==> src/rtl/mem_arb_pkg.sv <==
// Shared constants, types and helpers for the main-memory port arbiter.
package mem_arb_pkg;

    localparam int unsigned NUM_REQ    = 3;
    localparam int unsigned REQ_CPU    = 0;
    localparam int unsigned REQ_SERIAL = 1;
    localparam int unsigned REQ_PAD    = 2;
    localparam int unsigned PTR_W      = 2;
    localparam int unsigned PORT_AW    = 16;

    typedef logic [PTR_W-1:0] req_id_t;

    // Tag for the single read that can be in flight through the memory.
    typedef struct packed {
        logic    valid;
        req_id_t id;
        logic    oor;
    } rd_tag_t;

    function automatic req_id_t next_id(input req_id_t id);
        return (id == req_id_t'(NUM_REQ - 1)) ? req_id_t'(0) : id + req_id_t'(1);
    endfunction

    function automatic logic [PORT_AW-1:0] addr_slice(input logic [NUM_REQ*PORT_AW-1:0] bus,
                                                      input req_id_t id);
        return bus[id*PORT_AW +: PORT_AW];
    endfunction

endpackage

==> src/rtl/rr_pick.sv <==
// Combinational 3-way rotating priority encoder with lock and optional CPU priority.
module rr_pick
    import mem_arb_pkg::*;
#(
    parameter int unsigned CPU_PRIORITY = 0
) (
    input  logic [NUM_REQ-1:0] req,
    input  req_id_t            ptr,
    input  req_id_t            lock_owner,
    input  logic               lock_valid,
    output logic [NUM_REQ-1:0] win
);

    req_id_t idx;
    logic    found;

    always_comb begin
        win   = '0;
        idx   = ptr;
        found = 1'b0;
        if (lock_valid) begin
            win[lock_owner] = 1'b1;
        end else if ((CPU_PRIORITY != 0) && req[REQ_CPU]) begin
            win[REQ_CPU] = 1'b1;
        end else begin
            for (int i = 0; i < NUM_REQ; i++) begin
                if (!found && req[idx]) begin
                    win[idx] = 1'b1;
                    found    = 1'b1;
                end
                idx = next_id(idx);
            end
        end
    end

endmodule

==> src/rtl/mem_port_arbiter.sv <==
// Round-robin arbiter sharing the CPU-side main-memory port among CPU, loader and gamepad.
// ADDR_W must be below 16; upper requester address bits flag out-of-range accesses.
module mem_port_arbiter
    import mem_arb_pkg::*;
#(
    parameter int unsigned ADDR_W       = 14,
    parameter int unsigned DATA_W       = 16,
    parameter int unsigned CPU_PRIORITY = 0
) (
    input  logic                        clk,
    input  logic                        rst,
    input  logic [NUM_REQ-1:0]          req,
    input  logic [NUM_REQ-1:0]          lock,
    input  logic [NUM_REQ-1:0]          we,
    input  logic [NUM_REQ*PORT_AW-1:0]  addr,
    input  logic [NUM_REQ*DATA_W-1:0]   wdata,
    output logic [NUM_REQ-1:0]          gnt,
    output logic [NUM_REQ-1:0]          rvalid,
    output logic [DATA_W-1:0]           rdata,
    output logic                        cpu_stall,
    output logic                        mem_we,
    output logic [ADDR_W-1:0]           mem_addr,
    output logic [DATA_W-1:0]           mem_wdata,
    input  logic [DATA_W-1:0]           mem_rdata
);

    logic [NUM_REQ-1:0] win;
    req_id_t            win_id;
    logic               any_win;
    logic [PORT_AW-1:0] win_addr;
    logic [DATA_W-1:0]  win_wdata;
    logic               win_oor;
    logic               lock_valid;

    req_id_t            ptr_q;
    req_id_t            lock_owner_q;
    logic               lock_act_q;
    logic [NUM_REQ-1:0] gnt_q;
    logic               mem_we_q;
    logic [ADDR_W-1:0]  mem_addr_q;
    logic [DATA_W-1:0]  mem_wdata_q;
    rd_tag_t            rd_tag_q;
    logic [NUM_REQ-1:0] rvalid_q;
    logic               rv_oor_q;
    logic [DATA_W-1:0]  rdata_hold_q;

    // The previous winner keeps the port only while it still asserts both req and lock.
    assign lock_valid = lock_act_q & req[lock_owner_q] & lock[lock_owner_q];

    rr_pick #(.CPU_PRIORITY(CPU_PRIORITY)) u_pick (
        .req        (req),
        .ptr        (ptr_q),
        .lock_owner (lock_owner_q),
        .lock_valid (lock_valid),
        .win        (win)
    );

    always_comb begin
        win_id = '0;
        for (int i = 0; i < NUM_REQ; i++) begin
            if (win[i]) win_id = req_id_t'(i);
        end
    end

    assign any_win   = |win;
    assign win_addr  = addr_slice(addr, win_id);
    assign win_wdata = wdata[win_id*DATA_W +: DATA_W];
    assign win_oor   = |win_addr[PORT_AW-1:ADDR_W];

    always_ff @(posedge clk or posedge rst) begin
        if (rst) begin
            ptr_q        <= '0;
            lock_owner_q <= '0;
            lock_act_q   <= 1'b0;
            gnt_q        <= '0;
            mem_we_q     <= 1'b0;
            mem_addr_q   <= '0;
            mem_wdata_q  <= '0;
            rd_tag_q     <= '0;
            rvalid_q     <= '0;
            rv_oor_q     <= 1'b0;
            rdata_hold_q <= '0;
        end else begin
            gnt_q          <= win;
            rd_tag_q.valid <= any_win & ~we[win_id];
            rd_tag_q.id    <= win_id;
            rd_tag_q.oor   <= win_oor;
            rvalid_q       <= '0;
            if (rd_tag_q.valid) rvalid_q[rd_tag_q.id] <= 1'b1;
            rv_oor_q       <= rd_tag_q.oor;
            if (any_win) begin
                ptr_q        <= next_id(win_id);
                lock_owner_q <= win_id;
                lock_act_q   <= lock[win_id];
                mem_we_q     <= we[win_id] & ~win_oor;
                mem_addr_q   <= win_addr[ADDR_W-1:0];
                mem_wdata_q  <= win_wdata;
            end else begin
                lock_act_q   <= 1'b0;
                mem_we_q     <= 1'b0;
            end
            if (|rvalid_q) rdata_hold_q <= rv_oor_q ? DATA_W'(0) : mem_rdata;
        end
    end

    // Memory output arrives in the rvalid cycle, so rdata passes it through then and holds after.
    assign rdata     = (|rvalid_q) ? (rv_oor_q ? DATA_W'(0) : mem_rdata) : rdata_hold_q;
    assign gnt       = gnt_q;
    assign rvalid    = rvalid_q;
    assign cpu_stall = req[REQ_CPU] & ~gnt_q[REQ_CPU];
    assign mem_we    = mem_we_q;
    assign mem_addr  = mem_addr_q;
    assign mem_wdata = mem_wdata_q;

endmodule

==> config.mk <==
export PLATFORM = sky130hd
export DESIGN_NAME = mem_port_arbiter
export DESIGN_NICKNAME = d
export VERILOG_FILES = /design/src/rtl/mem_arb_pkg.sv /design/src/rtl/rr_pick.sv /design/src/rtl/mem_port_arbiter.sv
export SDC_FILE = /design/constraint.sdc
export NUM_CORES = 1
export LEC_CHECK = 0
export ABC_AREA = 0
export CAP_MARGIN = 15
export CORE_UTILIZATION = 40
export DETAILED_ROUTE_END_ITERATION = 8
export PLACE_DENSITY = 0.81
export SYNTH_ARGS = -nofsm -noshare
export SYNTH_HDL_FRONTEND = slang
export SYNTH_SLANG_ARGS = --single-unit
==> constraint.sdc <==
create_clock -name clk -period 2.65 [get_ports clk]
set_input_delay 0.53 -clock clk [delete_from_list [all_inputs] [get_ports clk]]
set_output_delay 0.53 -clock clk [all_outputs]
set_load 0.1 [all_outputs]
Word-level counts from Yosys, hierarchy flattened
Cells that the tools add are included.

Flip-flop bits (word level): 63. Input bits: 123. Logic and storage cells: 98.

$add $sub $neg: 3. $lt $le $gt $ge: 11. Eq/ne operators: 3. Shift operators: 2. Mux-type cells: 44. Bitwise operators: 10. Reductions and logical operators: 12.

Operators by type and width (number): $shiftx 48x7->16 (2); $mux 16 (2); $mux 3 (7); $mux 1 (19); $lt 2x3->1 const B (6); $bmux 1 s2 (7); $demux 1 s2 (5); $ge 2x1->1 const B (5); $mux 2 (4); $logic_and 1x1->1 (7); $add 2x1->2 const B (3); $eq 2x2->1 const B (3); $or 3x3->3 (2); $reduce_or 3->1 (2); $and 1x1->1 (5); $not 1->1 (3); $logic_not 1->1 (2); $reduce_or 2->1 (1).

Longest topological paths before layout
Depth after elaboration: 20. Gate-level depth with buffers: 8. Depth with buffers taken out: 6.

Modules after synthesis
Synthesis repeated with hierarchy kept, for this count alone.

Cells, all modules: 291. Area, all modules: 2900.3 um^2.

By module, submodules not included: mem_port_arbiter (times used 1, cells each 274, area each 2792.7 um^2, seq. area each 1526.5 um^2); rr_pick (times used 1, cells each 17, area each 107.6 um^2, seq. area each 0.0 um^2).

Least setup slack after synthesis
Ideal clock, no wire load.

Kind: reg2out. From: reg rvalid_q[1], in the netlist rvalid[1]. To: out rdata[11]. Arrival: 3.537 ns. Data required time: 2.120 ns. Setup slack: -1.417 ns. Cell stages (with the launch flop): 4. Buffers on the path: 1. Path through: dfrtp_1 nor3_1 clkbuf_1 o21ai_0.

Longest elaborated chain between the ends: 2.

RTL lines: start, declared (RTL line mem_port_arbiter.sv:43) `logic [NUM_REQ-1:0] rvalid_q;`; start signal, assigned (RTL line mem_port_arbiter.sv:80) `rvalid_q <= '0;`; start signal, assigned (RTL line mem_port_arbiter.sv:88) `rvalid_q <= '0;`; start signal, assigned by index (RTL line mem_port_arbiter.sv:89) `if (rd_tag_q.valid) rvalid_q[rd_tag_q.id] <= 1'b1;`; $reduce_or 3->1 (RTL line mem_port_arbiter.sv:107) `assign rdata = (|rvalid_q) ? (rv_oor_q ? DATA_W'(0) : mem_rdata) : rdata_hold_q;`; $mux 16; end, declared (RTL line mem_port_arbiter.sv:19) `output logic [DATA_W-1:0] rdata,`.

Every way passes these cells.

Worst setup path after layout
From: in req[0]. To: reg mem_we_q, in the netlist mem_we.

Longest elaborated chain between the ends: 19. Elaborated cells between the ends (all ways): 36. Those cells by class: shift (1); mux (23); bitwise (6); reduce/logical (6).

RTL lines: start, declared (RTL line mem_port_arbiter.sv:12) `input logic [NUM_REQ-1:0] req,`; $bmux 1 s2 (RTL line rr_pick.sv:27) `if (!found && req[idx]) begin`; $mux 1 (not written as such) (RTL line rr_pick.sv:27); $mux 1 (RTL line rr_pick.sv:27); $mux 1 (RTL line rr_pick.sv:21) `if (lock_valid) begin`; $logic_not 1->1 (RTL line rr_pick.sv:27); $logic_and 1x1->1 (RTL line rr_pick.sv:27); $mux 1 (RTL line rr_pick.sv:27); $mux 1 (RTL line rr_pick.sv:21); (+3 left out); $mux 3 (*) (RTL line rr_pick.sv:21); $mux 1 (RTL line mem_port_arbiter.sv:61) `if (win[i]) win_id = req_id_t'(i);`; $mux 2 (RTL line mem_port_arbiter.sv:61); $shiftx 48x7->16 (RTL line mem_arb_pkg.sv:26) `return bus[id*PORT_AW +: PORT_AW];`; $reduce_or 2->1 (RTL line mem_port_arbiter.sv:68) `assign win_oor = |win_addr[PORT_AW-1:ADDR_W];`; $not 1->1 (RTL line mem_port_arbiter.sv:95) `mem_we_q <= we[win_id] & ~win_oor;`; $and 1x1->1 (RTL line mem_port_arbiter.sv:95); $mux 1 (*) (RTL line mem_port_arbiter.sv:91) `if (any_win) begin`; end signal, assigned (RTL line mem_port_arbiter.sv:95); end, declared (RTL line mem_port_arbiter.sv:39) `logic mem_we_q;`.

Mark *: on every way between the ends. The rest lies on a longest branch, timed or not. The select of a mux whose other input is x is not followed. A chain may end at the register's enable or synchronous reset.

==> reports/metrics.yaml <==
ys.flop_type: "dfrtp_1"
start_util_pct: 41.1
end_kind: "flop"
via_count: 3569
period_needed_ns: 2.31
cts_tree: "yes"
fmax_mhz: 433
drc: 0
path_cells: "clkdlybuf4s50_1, buf_4, nand2b_1, a22o_1, a31oi_4, inv_4, a222oi_1, and4_1"
ctsRootBufferMaster: "clkbuf_8"
slew_violations: 0
async_flop_share_pct: 100
multiInputGateArea_um2: 1850
max_slew_margin_pct: 67.3
worst_path_largest_cell_delay_ns: 0.49
final_min_period_over_clock_period_pct: 87.2
worstPathMaxFanout: 26
clk_pin_slew_worst_paths_ns: 0.06
ys_types: 46
tightest_slew_ns: 0.488
drtIter0Drc: 186
io_buffers: 176
ctsHtreeMaxLevel: 3
grt_pass1_vias: 3697
grt_pass1_wl_um: 17200
ys_ff_latch: 61
routedWlPerCell_um: 17.2
area_growth_syn_to_layout_pct: 70.8
clock_sinks: 61
rsz0062_at_grt: "false"
cts_made_buffers: 9
antenna_found_initial: 0
worst-setup-path-type: "input port to flop"
clock_skew_ns: 0.00775
synth_edf_count: 0
syn_area_um2: 3380
postPlaceCellArea_um2: 5570
nFillCells: 612
ctsResizeCount: 0
grt_max_degree: 41
critPathArrivalTime_ns: 2.57
core_area_um2: 8220
die-area_um2: 8820
cp.required_ns: 2.91
overflow: 0
dp_hpwl_um: 8510
postRouteWirelength_um: 11000
drtPass1Iterations: 4
clock_latency_ns: 0.33
status: "completed"
fin_nets: 653
hold_viol: 0
gp_congestion: 0.852
syn-num-nets: 474
seq_area_um2: 1530
num_rows: 33
die_h_um: 93.9
ctsHoldBuffers: 0
via_per_inst: 5.58
ys_warn_count: 0
io_pins: 177
design_area_um2: 5770
avgSynthCellArea_um2: 9.63
die-width_um: 93.9
cp_slowest_cell: "a222oi_1"
synth_seq_area_share_pct: 45.2
cap_violations: 0
setup_tns_ns: 0
postRouteAntennaNets: 0
grt_use_total_pct: 25.6
insertedDiodeCount: 0
syn_inst: 351
drive_above_1_share_pct: 22.6
cts_buffer_depth: 2
critPathLaunchType: "input port"
holdCritPathClass: "flop to flop"
setup_violations: 0
post_cts_buffers: 0
[through the flow]
step           hold slack (ns)  setup WS (ns)  util [%]  cells
3_5_place_dp             0.344         0.0129      67.7    624
5_1_grt                  0.364          0.251      70.3    640
2_1_floorplan            0.331         0.0762         -    351
4_1_cts                  0.359          0.365      70.3    640
3_3_place_gp             0.332         0.0699      67.7    624
6_report                 0.355          0.339      70.3    640
[synth_stat cells, types with 3 or more instances]
| master | number | area share (%) |
|---|---|---|
| a21boi_0 | 5 | 1.1 |
| a21boi_1 | 3 | 0.67 |
| a21oi_1 | 3 | 0.44 |
| a221oi_1 | 23 | 6.0 |
| a2bb2oi_1 | 23 | 6.0 |
| and2_1 | 24 | 4.4 |
| and3_1 | 24 | 4.4 |
| and3b_1 | 3 | 0.78 |
| buf_2 | 5 | 0.74 |
| buf_4 | 4 | 0.89 |
| clkbuf_1 | 19 | 2.1 |
| dfrtp_1 | 61 | 45 |
| inv_1 | 5 | 0.56 |
| nand2_1 | 23 | 2.6 |
| nand2b_1 | 25 | 4.6 |
| nand3b_1 | 8 | 1.8 |
| nor2b_1 | 4 | 0.74 |
| o21ai_0 | 38 | 5.6 |
| o21ai_1 | 8 | 1.2 |
| o221ai_1 | 7 | 1.8 |
| o2bb2ai_1 | 7 | 1.8 |
[layout by cell type, fill, tap and decap left out, drive strengths merged, types with 2 or more instances in the layout]
| cell type | Yosys | final |
|---|---|---|
| o21ai | 46 | 46 |
| nand2b | 25 | 25 |
| nor3 | 2 | 2 |
| inv | 7 | 7 |
| nand3b | 8 | 8 |
| nor2 | 3 | 3 |
| clkbuf | 19 | 12 |
| buf | 11 | 76 |
| and3b | 3 | 3 |
| dfrtp | 61 | 61 |
| a21boi | 8 | 8 |
| nand2 | 24 | 24 |
| clkdlybuf4s50 | 0 | 122 |
| and2 | 24 | 24 |
| a21oi | 3 | 3 |
| o21a | 2 | 2 |
| and3 | 24 | 24 |
| or2 | 2 | 2 |
| o221ai | 7 | 7 |
| a221oi | 23 | 23 |
| a2bb2oi | 23 | 23 |
| nor2b | 4 | 4 |
| bufinv | 0 | 2 |
| o2bb2ai | 7 | 7 |
[sequential cells by signal (all words and copies together), names as in the netlist]
signal,flops
lock_act_q,1
mem_wdata,16
gnt,3
rdata_hold_q,16
rvalid,3
lock_owner_q,1
ptr_q,2
mem_addr,14
rv_oor_q,1
mem_we,1
rd_tag_q,3
[cells by family (layout without fill, tap and decap cells)]
family                 after synthesis  after routing  synth area share [%]
and+or+nand+nor                    123            123                  21.4
DFF                                 61             61                  45.2
buffers and inverters               37            221                  5.03
AOI/OAI and AO/OA                  130            130                  28.4
[layout make-up]
type / instances / share of cell area, %
clock buffer: 12 / 2.34
sequential: 61 / 26.5
tap: 105 / 2.28
clock inverter: 4 / 1.26
timing repair buffer: 198 / 35.1
inverter: 7 / 0.498
multi-input combinational: 253 / 32.0
[path summary, 6_finish.rpt]
check | startpoint | to | slack [ns] | depth (start not counted)
min in group asynchronous | rst | mem_wdata[13] | 0.54 | 2
max | req[0] | mem_we | 0.34 | 8
max in group asynchronous | rst | rvalid[2] | 1.52 | 3
min reg2reg | rd_tag_q[0] | rv_oor_q | 0.35 | 0
min | rd_tag_q[0] | rv_oor_q | 0.35 | 0
max reg2reg | ptr_q[1] | mem_we | 0.46 | 7
[critical path, delay by kind of cell]
family,cells,cell delay [ns]
compound gates,3,0.92
buf+inv,3,0.77
simple gates,2,0.34
[per-layer routing]
layer	global-route usage (%)	vias up	part of all wire, %
met5	0	-	0
met3	5.42	28	7.1
met2	43.7	177	49
met1	30.8	1690	41
li1	-	1674	-
met4	11.8	0	2.6
Power is left out: the tool's default activity adds up to more than one toggle a clock period on the data nets, which glitch-free logic cannot reach.
